<file path="src/rtl/mem_arbiter.sv">
// Round-robin arbiter multiplexing up to four cores onto one memory port.
// Single outstanding transaction; command, grant and completion are all registered.
module mem_arbiter #(
    parameter int NUM_MASTERS = 2,
    parameter int ADDR_W      = 32
) (
    input  logic                          clk,
    input  logic                          rst,
    input  logic [NUM_MASTERS-1:0]        m_req,
    input  logic [NUM_MASTERS-1:0]        m_we,
    input  logic [NUM_MASTERS*ADDR_W-1:0] m_addr,
    input  logic [NUM_MASTERS*32-1:0]     m_wdata,
    output logic [NUM_MASTERS-1:0]        m_ready,
    output logic [31:0]                   m_rdata,
    output logic                          s_req,
    output logic                          s_we,
    output logic [ADDR_W-1:0]             s_addr,
    output logic [31:0]                   s_wdata,
    input  logic                          s_ready,
    input  logic [31:0]                   s_rdata,
    output logic [1:0]                    grant_id,
    output logic                          busy
);

    localparam int unsigned NM   = NUM_MASTERS;
    localparam logic [1:0]  LAST = 2'(NUM_MASTERS - 1);

    typedef enum logic [1:0] {
        IDLE,
        BUSY,
        DONE
    } state_t;

    state_t                 r_state;
    logic [1:0]             r_ptr;
    logic [1:0]             r_grant;
    logic                   r_busy;
    logic                   r_s_req;
    logic                   r_s_we;
    logic [ADDR_W-1:0]      r_s_addr;
    logic [31:0]            r_s_wdata;
    logic [NUM_MASTERS-1:0] r_ready;
    logic [31:0]            r_rdata;

    // Per-core lanes padded to four so the 2-bit grant index is always in range.
    logic [3:0]        w_req;
    logic [3:0]        w_we;
    logic [ADDR_W-1:0] w_addr  [4];
    logic [31:0]       w_wdata [4];

    for (genvar g = 0; g < 4; g++) begin : g_lane
        if (g < NUM_MASTERS) begin : g_real
            assign w_req[g]   = m_req[g];
            assign w_we[g]    = m_we[g];
            assign w_addr[g]  = m_addr[g*ADDR_W +: ADDR_W];
            assign w_wdata[g] = m_wdata[g*32 +: 32];
        end else begin : g_pad
            assign w_req[g]   = 1'b0;
            assign w_we[g]    = 1'b0;
            assign w_addr[g]  = '0;
            assign w_wdata[g] = '0;
        end
    end

    logic       w_any;
    logic [1:0] w_winner;
    logic [2:0] w_idx;
    logic [1:0] w_next;
    logic [3:0] w_grant_oh;

    // First requester found scanning upward from the priority pointer, with wrap.
    always_comb begin
        w_any    = 1'b0;
        w_winner = '0;
        w_idx    = '0;
        for (int unsigned k = 0; k < NM; k++) begin
            w_idx = 3'(r_ptr) + 3'(k);
            if (w_idx >= 3'(NM)) begin
                w_idx = w_idx - 3'(NM);
            end
            if (!w_any && w_req[w_idx[1:0]]) begin
                w_any    = 1'b1;
                w_winner = w_idx[1:0];
            end
        end
    end

    assign w_next     = (w_winner == LAST) ? 2'd0 : w_winner + 2'd1;
    assign w_grant_oh = 4'b0001 << r_grant;

    always_ff @(posedge clk or posedge rst) begin
        if (rst) begin
            r_state   <= IDLE;
            r_ptr     <= '0;
            r_grant   <= '0;
            r_busy    <= 1'b0;
            r_s_req   <= 1'b0;
            r_s_we    <= 1'b0;
            r_s_addr  <= '0;
            r_s_wdata <= '0;
            r_ready   <= '0;
            r_rdata   <= '0;
        end else begin
            case (r_state)
                IDLE: begin
                    r_ready <= '0;
                    if (w_any) begin
                        r_s_req   <= 1'b1;
                        r_s_we    <= w_we[w_winner];
                        r_s_addr  <= w_addr[w_winner];
                        r_s_wdata <= w_wdata[w_winner];
                        r_grant   <= w_winner;
                        r_ptr     <= w_next;
                        r_busy    <= 1'b1;
                        r_state   <= BUSY;
                    end
                end
                BUSY: begin
                    if (s_ready) begin
                        r_s_req <= 1'b0;
                        if (!r_s_we) begin
                            r_rdata <= s_rdata;
                        end
                        r_ready <= w_grant_oh[NUM_MASTERS-1:0];
                        r_state <= DONE;
                    end
                end
                DONE: begin
                    r_ready <= '0;
                    r_busy  <= 1'b0;
                    r_state <= IDLE;
                end
                default: begin
                    r_state <= IDLE;
                end
            endcase
        end
    end

    assign m_ready  = r_ready;
    assign m_rdata  = r_rdata;
    assign s_req    = r_s_req;
    assign s_we     = r_s_we;
    assign s_addr   = r_s_addr;
    assign s_wdata  = r_s_wdata;
    assign grant_id = r_grant;
    assign busy     = r_busy;

endmodule

</file>
<file path="config.mk">
export PLATFORM = sky130hd
export DESIGN_NAME = mem_arbiter
export DESIGN_NICKNAME = d
export VERILOG_FILES = /design/src/rtl/mem_arbiter.sv
export SDC_FILE = /design/constraint.sdc
export NUM_CORES = 1
export LEC_CHECK = 0
export CORE_MARGIN = 4
export CORE_UTILIZATION = 41
export CTS_CLUSTER_SIZE = 16
export DETAILED_ROUTE_END_ITERATION = 10
export PLACE_DENSITY_LB_ADDON = 0.05
export SLEW_MARGIN = 25
export SYNTH_ARGS = -nofsm -noshare
export SYNTH_HDL_FRONTEND = slang
export SYNTH_SLANG_ARGS = --single-unit
export TNS_END_PERCENT = 50
</file>
<file path="constraint.sdc">
create_clock -name clk -period 9.2 [get_ports clk]
set_clock_uncertainty 0.1 [all_clocks]
set_input_delay 1.84 -clock clk [delete_from_list [all_inputs] [get_ports clk]]
set_output_delay 1.84 -clock clk [all_outputs]
set_load 0.005 [all_outputs]
</file>
==> impl_metrics.ini <==
[yosys]
syn_nets = 500
ys_warn_count = 0
syn_inst = 333
synth_cell_types = 26
netlist_area_um2 = 4650
seq_area_frac_synth_pct = 57.6
ys_seq_elements = 107
syn_area_per_cell_um2 = 14.0

[finish]
layout_commonest_cell = clkdlybuf4s50_1
final_nets = 747
final_area_um2 = 7650
syn2layout_area_growth_pct = 64.6
n_fill_cell = 844
fin_util_pct = 69.7
drive_above_1_share_pct = 9.74
layout_common_cells = clkdlybuf4s50_1, dfrtp_1, and4_1, a221o_1, mux2_2

[floorplanning]
die_height_um = 114
die_w_um = 114
core-area_um2 = 11000
dieArea_um2 = 13100
start_util_pct = 42.3
boundaryPins = 270
rows = 38

[clock_network]
ctsRootBufferMaster = clkbuf_16
cts_resized = 0
cts.path.max_buffers = 2
h-tree-depth = 3
cts.sink_count = 107
cts_buffers = 9
cts_setup_buffers = 0
clkSlewWorstSetupHoldPaths_ps = 70
insertion_delay_ps = 340
cts_tree = built
holdBufCountCts = 0

[critical_path]
path_max_fanout = 68
critPathArrivalTime_ps = 3940
criticalPathCategory = input port to flop
start_kind = input port
worstSetupEndpointType = flop
required_ps = 9370

[grt]
grt_usage_pct = 22.5
overflow = 0
grt_pass1_vias = 4183
grt_pass1_wl_mm = 22.8
grt_max_degree = 81
antenna_found_initial = 1

[job]
maxCapViolCount = 0

[sta]
fin_crit_sh_pct = 40.9
tns_ps = 0
finalCriticalPeriod_ps = 3760
hold_violations = 0
finalSetupViolCount = 0
fmax_ghz = 0.266
final_max_slew_viol_count = 0
tightest_slew_ps = 890
rsz0062_at_grt = no
maxSlewHeadroom_pct = 40.5

[routing]
drtAntennaViolNets = 0
via_per_inst = 5.51
wl_met1_mm = 5.98
routed.top_layer = met4
wl_met3_mm = 1.15
wirelength_mm = 15.1
first_pass_iters = 4
drt_iter0_markers = 309
wl_per_cell_um = 20.8
vias = 4000
drc_errors = 0
wl_met2_mm = 7.62

[power]
ir_drop_v = 0.000163
finalPower_mw = 2.27
power_per_cell_area_nw_per_um2 = 297
p_leak_nw = 3.14

[place]
dp_hpwl_mm = 10.9
routabilityCongestion = 0.731
placed_cell_area_um2 = 7360
io_buffers = 269

[outcome]
outcome = finished clean

[min_path]
min_path_type = flop to flop
-- worst max-delay path, stage by stage --
cell and delay, ps:
buf_2 100, buf_4 290, a21boi_1 230, o21ai_4 680
buf_4 530, a221o_1 240
-- routing by layer --
layer,global-route usage (%),vias up
met5,0,-
met4,8.79,0
met3,5.44,24
met2,37.5,186
met1,28.2,1938
li1,-,1852
-- registers in the layout (all words and copies together) (netlist names) --
signal,cells
busy,1
grant_id,2
m_rdata,32
m_ready,2
r_ptr,2
r_state,2
s_addr,32
s_req,1
s_wdata,32
s_we,1
-- final timing paths --
| check | startpoint | to | slack [ps] | depth (start not counted) |
|---|---|---|---|---|
| min | m_rdata[25] | m_rdata[25] | 390 | 1 |
| max in group asynchronous | rst | s_addr[21] | 6250 | 3 |
| max | m_req[0] | s_wdata[30] | 5440 | 6 |
| max reg2reg | r_state[0] | s_addr[20] | 6650 | 4 |
| min reg2reg | m_rdata[25] | m_rdata[25] | 390 | 1 |
| min in group asynchronous | rst | m_rdata[22] | 1720 | 2 |
-- cells by family after synthesis --
family                 count (synthesis)  share of synthesized area, %
AND/OR/NAND/NOR                       79                          14.0
multiplexers                          32                          7.75
buffers and inverters                 41                          5.17
flip-flops                           107                          57.6
AO/OA/AOI/OAI                         74                          15.5
-- cell usage after synthesis (all sizes together) --
| cell type | instances | area share (%) |
|---|---|---|
| dfrtp | 107 | 58 |
| a221o | 65 | 14 |
| and4 | 65 | 12 |
| mux2 | 32 | 7.8 |
| clkbuf | 22 | 1.8 |
| buf | 16 | 3.1 |
| o21ai | 5 | 0.78 |
| nand2 | 4 | 0.32 |
| inv | 3 | 0.24 |
| and2 | 2 | 0.27 |
| nand2b | 2 | 0.27 |
| nand3 | 2 | 0.22 |
| nor2 | 2 | 0.38 |
| a21boi | 1 | 0.16 |
| a21o | 1 | 0.16 |
| a32o | 1 | 0.22 |
| and3 | 1 | 0.13 |
| nand3b | 1 | 0.16 |
| o31ai | 1 | 0.16 |
-- per-stage QoR --
stage | setup WS (ps) | std cells | hold WS [ps]
after floorplan | 4440 | 333 | 370
final | 5440 | 726 | 389
after global placement | 5160 | 708 | 369
after detailed placement | 5080 | 709 | 376
after global routing | 5280 | 726 | 415
after CTS | 5440 | 725 | 393
-- power breakdown --
group / internal (mW) / leakage, nW / switching [mW] / total [mW]
Sequential: 0.698 / 1.31 / 0.134 / 0.831
Clock: 0.192 / 0.132 / 0.173 / 0.366
Combinational: 0.683 / 1.70 / 0.394 / 1.08
Total: 1.57 / 3.14 / 0.701 / 2.27
-- final cells by class --
class                   instances  area, um^2  area share [%]
diodes                          1        2.50          0.0327
clock buffers                  11         243            3.17
clock inverters                 5        37.5           0.491
inverters                       3        13.8           0.180
multi-input cells             185        1750            22.9
flip-flops and latches        107        2680            35.0
well taps                     140         175            2.29
repair buffers                274        2750            35.9
No activity file was read; power rests on OpenSTA's default activity.
==> variant: new RTL, same flow settings <==
The 3 states of `state_t` get a one-hot encoding in 3 bits.
--- a/src/rtl/mem_arbiter.sv
+++ b/src/rtl/mem_arbiter.sv
@@ -25,10 +25,10 @@
     localparam int unsigned NM   = NUM_MASTERS;
     localparam logic [1:0]  LAST = 2'(NUM_MASTERS - 1);
 
-    typedef enum logic [1:0] {
-        IDLE,
-        BUSY,
-        DONE
+    typedef enum logic [2:0] {
+        IDLE = 3'b001,
+        BUSY = 3'b010,
+        DONE = 3'b100
     } state_t;
 
     state_t                 r_state;
Check against the original RTL: no difference found for any inputs over 4 cycles, from zero or initial values and one cycle with rst high; so few cycles prove little.
==> variant against the original RTL <==
Die area increased by 5.6%; total power increased by 1.3%; cell area is 4.2% higher; highest routed layer unchanged; critical endpoint is now s_addr[14]; synthesized area rose by 6.0%; wire length rose by 5.1%; sequential cell count grew 1; critical path type unchanged; setup slack worse by 0.022 ns; fmax decreased by 0.59%.
==> variant: results (changes against the original RTL) <==
* Gp weighted congestion at 0.774 (was 0.731)
* Hpwl dp at 11400 um (was 10900 um)
* Max-Slew Margin vs Limit at 0.420 (was 0.405)
* Post-synth cell types at 28 (was 26)
* Worst path arrival time at 3.86 ns (was 3.94 ns)
* Xor-xnor portion of the synthesized cell area at 0 (unchanged)
* Routed wire length at 15900 um (was 15100 um)
* Slowest CP cell: buf_4 (was o21ai_4)
* Asr flop ratio synth at 1.00 (unchanged)
* Clock group at 0.400 mW (was 0.366 mW)
* Vias per std cell at 5.23 (was 5.51)
* Drt pass-1 iters at 4 (unchanged)
* Root buf cell: clkbuf_16 (unchanged)
* Synth Area in Adders at 0 (unchanged)
* Post-synth top cells: 136 x inv_1, 107 x dfrtp_1, 65 x nand4_1, 65 x o221ai_1, 32 x mux2_1 (was 107 x dfrtp_1, 65 x a221o_1, 65 x and4_1)
* # nets final at 884 (was 747)
* Number of gates resized after cts at 0 (unchanged)
* Vias in the first global route at 4734 (was 4183)
* Total GRT Usage at 0.224 (was 0.225)
* Outcome: finished, final reports clean (unchanged)
* Crit-path leading delay family: buffers and inverters (was compound AO/OA/AOI/OAI gates)
* Pin count of the biggest net entering global routing at 79 (was 81)
* Maximum vdd drop at 0.000118 V (was 0.000163 V)
* # Post-CTS Setup Buffers at 0 (unchanged)
* CP peak stage delay at 0.55 ns (was 0.68 ns)
* Post-synthesis sequential area ratio at 0.549 (was 0.576)
* Wl on met1 at 6380 um (was 5980 um)
* Clk buf depth at 2 (unchanged)
* Combinational share of power at 0.468 (was 0.474)
* First-pass GRT wire length at 25100 um (was 22800 um)
* Layout cell share with drive strength beyond 1 at 0.0416 (was 0.0974)
* Antenna fix cells at 0 (was 1)
* Synth Area in Compound Gates at 0.133 (was 0.155)
* Crit path max fanout at 46 (was 68)
* Mux share of post-synthesis cell area at 0.0731 (was 0.0775)
* Initial DRC Count at 216 (was 309)
* Met2 Wirelength at 7830 um (was 7620 um)
* Synth warn at 0 (unchanged)
* Most area-consuming cells after synthesis: dfrtp_1 54%, o221ai_1 12%, inv_1 10% (was dfrtp_1 58%, a221o_1 14%, and4_1 12%)
* Initial antenna violation count at 0 (was 1)
* Post-Syn Nets at 637 (was 500)
* Main synth FF type: dfrtp_1 (unchanged)
* Int Pwr at 1.55 mW (was 1.57 mW)
* Met3 wire length at 1390 um (was 1150 um)
* # port buffers at 269 (unchanged)
* Layout fillers at 924 (was 844)
* Lkg Pwr at 3.58 nW (was 3.14 nW)
* Latest clock arrival within the worst-skew pair at 0.34 ns (about the same)
variant: cell types whose count changed in the layout (fill, tap and decap cells not counted), sizes merged, moves of 2 or more:
| cell | change |
|---|---|
| nor2b | +3 |
| and4 | -65 |
| inv | +133 |
| a221o | -65 |
| a22o | +2 |
| and2 | -2 |
| o221ai | +65 |
| nand4 | +65 |
| nand2 | -4 |
| nor3b | +2 |
variant: through the flow:
stage          cells  instance area, um2  power (mW)  setup slack (ns)  hold slack, ns
6_report         865                7970        2.30              5.41           0.385
5_1_grt          865                7970        2.45              5.27           0.405
4_1_cts          865                7970        2.33              5.44           0.389
3_5_place_dp     849                7660        1.92              5.06           0.374
3_3_place_gp     849                7660        1.89              5.10           0.366
2_1_floorplan    470                4930        1.29              4.42           0.374
variant: final cells by class:
cell class / count / area [um2] / area share
clock buffers: 11 / 253 / 0.0317
clock inverters: 5 / 58.8 / 0.00738
inverters: 136 / 513 / 0.0643
multi-input cells: 187 / 1530 / 0.192
flip-flops and latches: 108 / 2700 / 0.339
well taps: 143 / 179 / 0.0224
repair buffers: 275 / 2740 / 0.343
variant: metal layers:
layer / up-vias / GRT usage
met3: 21 / 0.0702
met1: 2155 / 0.271
met2: 211 / 0.381
met5: - / 0
met4: 0 / 0.0733
li1: 2136 / -
variant: final timing paths:
kind / startpoint / endpoint / slack, ns / cells after the start
max in group asynchronous: rst / s_addr[7] / 6.24 / 3
worst max register to register: r_state[0] / s_addr[4] / 6.79 / 5
min in group asynchronous: rst / m_rdata[0] / 1.73 / 2
worst min-delay path: m_rdata[28] / m_rdata[28] / 0.39 / 1
worst min register to register: m_rdata[28] / m_rdata[28] / 0.39 / 1
worst max-delay path: m_req[0] / s_addr[14] / 5.41 / 5
